==> src/rtl/rs_issue_scheduler.sv <==
// Wakeup/select controller for a 16-row reservation station: oldest-first issue to two
// single-cycle ALUs and one non-pipelined multiplier, with destination-register wakeup.
module rs_issue_scheduler #(
  parameter int RS_N    = 16,
  parameter int ROB_W   = 4,
  parameter int PREG_W  = 6,
  parameter int MUL_LAT = 3
) (
  input  logic                  clk,
  input  logic                  rst,
  input  logic                  flush,
  input  logic [ROB_W-1:0]      rob_head,
  input  logic [RS_N-1:0]       rs_valid,
  input  logic [RS_N-1:0]       rs_ready,
  input  logic [RS_N-1:0]       rs_is_mul,
  input  logic [RS_N*ROB_W-1:0] rs_rob_idx,
  input  logic [RS_N*PREG_W-1:0] rs_pd,
  output logic [RS_N-1:0]       issue_grant,
  output logic [2:0]            fu_issue_valid,
  output logic [11:0]           fu_issue_rs,
  output logic [3*PREG_W-1:0]   fu_issue_pd,
  output logic                  mul_busy,
  output logic [2:0]            wakeup_valid,
  output logic [3*PREG_W-1:0]   wakeup_pd
);

  localparam int ROW_W = 4;
  localparam int CNT_W = (MUL_LAT < 2) ? 1 : $clog2(MUL_LAT + 1);

  logic [ROB_W-1:0]  row_age [RS_N];
  logic [RS_N-1:0]   cand_alu;
  logic [RS_N-1:0]   cand_mul;

  logic              alu0_found, alu1_found, mul_found;
  logic [ROW_W-1:0]  alu0_idx, alu1_idx, mul_idx;
  logic [ROB_W-1:0]  alu0_age, alu1_age, mul_age;
  logic              grant_alu0, grant_alu1, grant_mul;

  logic [2:0]          fu_issue_valid_q, fu_issue_valid_d;
  logic [11:0]         fu_issue_rs_q, fu_issue_rs_d;
  logic [3*PREG_W-1:0] fu_issue_pd_q, fu_issue_pd_d;
  logic [CNT_W-1:0]    mul_cnt_q, mul_cnt_d;
  logic [PREG_W-1:0]   mul_pd_q, mul_pd_d;

  // Age is the distance from the ROB head, so wrap-around ranks correctly.
  always_comb begin
    for (int r = 0; r < RS_N; r++) begin
      row_age[r] = rs_rob_idx[r*ROB_W +: ROB_W] - rob_head;
    end
    cand_alu = rs_valid & rs_ready & ~rs_is_mul;
    cand_mul = rs_valid & rs_ready & rs_is_mul;
  end

  // Strict less-than while scanning upward makes equal ages favour the lower row.
  always_comb begin
    alu0_found = 1'b0;
    alu0_idx   = '0;
    alu0_age   = '0;
    alu1_found = 1'b0;
    alu1_idx   = '0;
    alu1_age   = '0;
    mul_found  = 1'b0;
    mul_idx    = '0;
    mul_age    = '0;
    for (int r = 0; r < RS_N; r++) begin
      if (cand_alu[r] && (!alu0_found || row_age[r] < alu0_age)) begin
        alu0_found = 1'b1;
        alu0_idx   = ROW_W'(r);
        alu0_age   = row_age[r];
      end
      if (cand_mul[r] && (!mul_found || row_age[r] < mul_age)) begin
        mul_found = 1'b1;
        mul_idx   = ROW_W'(r);
        mul_age   = row_age[r];
      end
    end
    for (int r = 0; r < RS_N; r++) begin
      if (cand_alu[r] && (ROW_W'(r) != alu0_idx) &&
          (!alu1_found || row_age[r] < alu1_age)) begin
        alu1_found = 1'b1;
        alu1_idx   = ROW_W'(r);
        alu1_age   = row_age[r];
      end
    end
  end

  always_comb begin
    grant_alu0  = alu0_found && !flush && !rst;
    grant_alu1  = alu1_found && !flush && !rst;
    grant_mul   = mul_found && (mul_cnt_q <= CNT_W'(1)) && !flush && !rst;
    issue_grant = '0;
    if (grant_alu0) issue_grant[alu0_idx] = 1'b1;
    if (grant_alu1) issue_grant[alu1_idx] = 1'b1;
    if (grant_mul)  issue_grant[mul_idx]  = 1'b1;
  end

  always_comb begin
    fu_issue_valid_d = {grant_mul, grant_alu1, grant_alu0};
    fu_issue_rs_d    = {mul_idx, alu1_idx, alu0_idx};
    fu_issue_pd_d    = {rs_pd[mul_idx*PREG_W +: PREG_W],
                        rs_pd[alu1_idx*PREG_W +: PREG_W],
                        rs_pd[alu0_idx*PREG_W +: PREG_W]};
    mul_pd_d         = mul_pd_q;
    mul_cnt_d        = mul_cnt_q;
    if (flush) begin
      fu_issue_valid_d = '0;
      mul_cnt_d        = '0;
    end else if (grant_mul) begin
      // Back-to-back MUL in the wakeup cycle reloads instead of decrementing.
      mul_cnt_d = CNT_W'(MUL_LAT);
      mul_pd_d  = rs_pd[mul_idx*PREG_W +: PREG_W];
    end else if (mul_cnt_q != '0) begin
      mul_cnt_d = mul_cnt_q - CNT_W'(1);
    end
  end

  always_ff @(posedge clk or posedge rst) begin
    if (rst) begin
      fu_issue_valid_q <= '0;
      fu_issue_rs_q    <= '0;
      fu_issue_pd_q    <= '0;
      mul_cnt_q        <= '0;
      mul_pd_q         <= '0;
    end else begin
      fu_issue_valid_q <= fu_issue_valid_d;
      fu_issue_rs_q    <= fu_issue_rs_d;
      fu_issue_pd_q    <= fu_issue_pd_d;
      mul_cnt_q        <= mul_cnt_d;
      mul_pd_q         <= mul_pd_d;
    end
  end

  always_comb begin
    fu_issue_valid = fu_issue_valid_q;
    fu_issue_rs    = fu_issue_rs_q;
    fu_issue_pd    = fu_issue_pd_q;
    mul_busy       = (mul_cnt_q > CNT_W'(1));
    wakeup_pd      = {mul_pd_q, fu_issue_pd_q[2*PREG_W-1:0]};
    wakeup_valid   = {(mul_cnt_q == CNT_W'(1)), fu_issue_valid_q[1:0]};
    if (flush) wakeup_valid = '0;
  end

endmodule

==> config.mk <==
export PLATFORM = sky130hd
export DESIGN_NAME = rs_issue_scheduler
export DESIGN_NICKNAME = d
export VERILOG_FILES = /design/src/rtl/rs_issue_scheduler.sv
export SDC_FILE = /design/constraint.sdc
export NUM_CORES = 1
export LEC_CHECK = 0
export CELL_PAD_IN_SITES_DETAIL_PLACEMENT = 0
export CELL_PAD_IN_SITES_GLOBAL_PLACEMENT = 1
export CORE_ASPECT_RATIO = 0.7
export CORE_MARGIN = 5
export CORE_UTILIZATION = 43
export DETAILED_ROUTE_END_ITERATION = 8
export HOLD_SLACK_MARGIN = 0.05
export PLACE_DENSITY_LB_ADDON = 0.05
export SYNTH_ARGS = -nofsm -noshare
export SYNTH_HDL_FRONTEND = slang
export SYNTH_SLANG_ARGS = --single-unit
==> constraint.sdc <==
create_clock -name clk -period 167.7 [get_ports clk]
set_clock_uncertainty 0.2 [all_clocks]
set_input_delay 33.54 -clock clk [delete_from_list [all_inputs] [get_ports clk]]
set_output_delay 33.54 -clock clk [all_outputs]
set_load 0.1 [all_outputs]
==> impl_metrics.py <==
metrics = {
    "outcome": {
        "status": "finished, final reports clean",
    },
    "synthesis": {
        "syn_area_per_cell_um2": 7.23,
        "synth_cells": 2078,
        "yosysSeqAreaShare": 0.0683,
        "synth_warnings": 0,
        "synth-edff-count": 0,
        "synthTopCellsByArea": "ha_1 (14%), nand2_1 (7.3%), dfrtp_1 (6.8%)",
        "syn_nets": 2478,
        "synth_top_area_frac": 0.141,
        "async_reset_ff_frac": 1.00,
        "synth_ff_type": "dfrtp_1",
        "syn_area_um2": 15000,
        "synth_top_area_cell": "ha_1",
        "yosys_register_bits": 41,
        "synth.distinct_cells": 133,
    },
    "route": {
        "vias": 17900,
        "antenna_left": 0,
        "drc": 0,
        "drt-wirelength-per-cell_um": 24.4,
        "via_per_inst": 6.42,
        "drt-initial-drc-count": 2193,
        "wl_um": 67800,
        "first_pass_iters": 6,
    },
    "global_route": {
        "met1_usage": 0.513,
        "grt_max_degree": 49,
        "antenna_found_initial": 0,
        "grt-ovfl-total": 0,
        "global_route.usage.met3": 0.0873,
        "grtUsageMet2": 0.441,
        "busiest_layer": "met1",
        "grt_pass1_vias": 16500,
        "grt_pass1_wl_um": 101000,
        "grt_usage": 0.328,
    },
    "setup_path": {
        "critical_path.max_fanout": 32,
        "slowest_delay_ns": 1.28,
        "worstSetupPathType": "input port to primary output",
        "startpoint_type": "input port",
        "cpMostUsedCell": "ha_1",
        "crit_required_ns": 133.96,
        "worst-endpoint-arrival_ns": 89.53,
        "cp-end-kind": "primary output",
        "critPathSlowestCell": "clkdlybuf4s50_1",
    },
    "placed_design": {
        "io_buffers": 285,
        "routabilityCongestion": 1.02,
        "dp.final_hpwl_um": 55200,
        "dpl_worst_slack_ns": 45.88,
    },
    "timing": {
        "finalCriticalPeriod_ns": 123.27,
        "layout_setup_ws_ns": 44.43,
        "slew_violations": 0,
        "fmax_mhz": 8.11,
        "worst_hold_slack_ns": 0.308,
        "setup_viol": 0,
        "tns_ns": 0,
        "finalHoldViolations": 0,
        "rsz0062_at_grt": "no",
        "min_period_over_period": 0.735,
        "max_slew_margin": 0.178,
        "tightest_slew_ns": 1.23,
    },
    "cts": {
        "clockRootBuffer": "clkbuf_16",
        "cts_buffers": 5,
        "cts_resized": 0,
        "cts_tree": "built",
        "h-tree-depth": 2,
        "clk_pin_slew_worst_paths_ns": 0.06,
        "cts_setup_buffers": 0,
        "clock_path_buffers": 2,
        "cts.sinks": 41,
        "cts_hold_buf": 0,
        "worstSkewPairLatency_ns": 0.29,
    },
    "floorplan": {
        "placementRows": 57,
        "die_area_um2": 38800,
        "initial_utilization": 0.434,
        "io_pins": 286,
        "die_w_um": 233,
        "core_region_area_um2": 34600,
        "chipHeight_um": 166,
    },
    "power": {
        "power.density_nw_per_um2": 17.0,
        "p_leak_nw": 8.03,
        "irDropWorstVdd_mv": 0.00778,
    },
    "layout": {
        "syn_to_final_growth_pct": 22.0,
        "final_nets": 2710,
        "diodes": 0,
        "drive_gt1_frac": 0.0762,
    },
    "run": {
        "maxCapViolCount": 0,
    },
    "hold_path": {
        "hold_class": "flip-flop to flip-flop",
    },
}
-- cell usage after synthesis (all sizes together), types with 38 or more instances --
cell,instances
mux2,41
dfrtp,41
inv,153
nand3,54
buf,41
nand2,292
ha,169
a21o,48
o21a,39
clkbuf,38
a31oi,38
nor2,152
a21oi,156
o211ai,38
mux2i,52
o21ai,151
-- routing by layer --
| layer | wire length [um] | up-vias |
|---|---|---|
| li1 | - | 8239 |
| met1 | 31600 | 8447 |
| met2 | 26000 | 1044 |
| met3 | 8360 | 125 |
| met4 | 1820 | 0 |
| met5 | 0 | - |
-- critical path, delay by kind of cell --
family                   cells  cell delay, ns
AND/OR/NAND/NOR             62           11.69
adder cells (fa/ha/maj)     31            9.59
multiplexers                 9            3.49
XOR/XNOR                     1            0.19
AO/OA/AOI/OAI              117           27.56
buffers and inverters       10            3.36
-- logic make-up after synthesis --
group | Yosys count | share of synthesized area
compound gates | 749 | 0.366
xor+xnor | 49 | 0.0286
fa+ha+maj | 189 | 0.165
buf+inv | 236 | 0.0715
flops | 41 | 0.0683
mux | 93 | 0.0656
simple gates | 721 | 0.235
-- cell usage in the layout, fill, tap and decap left out, types with 21 or more instances in the layout --
| cell type | instances |
|---|---|
| ha_1 | 169 |
| mux2_2 | 39 |
| a31oi_1 | 35 |
| nand2_1 | 291 |
| inv_1 | 149 |
| o21ai_0 | 130 |
| nor3_1 | 34 |
| and2_1 | 24 |
| nand3_1 | 51 |
| mux2i_1 | 52 |
| xnor2_1 | 33 |
| o21a_1 | 38 |
| nor2_1 | 150 |
| a21o_1 | 46 |
| dfrtp_1 | 41 |
| o211ai_1 | 30 |
| and3_1 | 21 |
| buf_4 | 22 |
| clkdlybuf4s50_1 | 285 |
| a21oi_1 | 156 |
-- metrics by stage --
step | total power, mW | cells | area, um^2 | util
4_1_cts | 0.303 | 2783 | 18300 | 0.530
6_report | 0.311 | 2783 | 18300 | 0.530
3_3_place_gp | 0.288 | 2775 | 18100 | 0.525
2_1_floorplan | 0.217 | 2078 | 15000 | -
5_1_grt | 0.328 | 2783 | 18300 | 0.530
3_5_place_dp | 0.290 | 2775 | 18100 | 0.525
-- final timing paths --
path | start | cells past startpoint | endpoint | slack, ns
setup / recovery | rob_head[1] | 230 | issue_grant[0] | 44.43
hold / removal | mul_pd_q[0] | 1 | mul_pd_q[0] | 0.31
setup reg to reg | mul_cnt_q[1] | 6 | mul_pd_q[5] | 165.41
hold reg to reg | mul_pd_q[0] | 1 | mul_pd_q[0] | 0.31
max in group asynchronous | rst | 3 | fu_issue_pd[0] | 133.10
min in group asynchronous | rst | 2 | fu_issue_valid[1] | 33.46
-- state kept, by name, summed over array words and instances (netlist names) --
| name | flops |
|---|---|
| fu_issue_pd | 18 |
| mul_pd_q | 6 |
| mul_cnt_q | 2 |
| fu_issue_valid | 3 |
| fu_issue_rs | 12 |
-- area by class of cell --
cell class                 instances  area (um^2)
fill                            3428        16300
multi-input combinational       1801        12900
timing repair buffer             307         3020
sequential                        41         1030
tap                              472          591
inverter                         154          578
clock buffer                       6          139
clock inverter                     2         37.5
-- report_power, final --
group	switching, mW	internal, mW	total (mW)
registers	0.00194	0.0150	0.0170
logic	0.195	0.0866	0.282
clock network	0.00469	0.00745	0.0121
total	0.202	0.109	0.311
(Power assumes the default switching activity.)
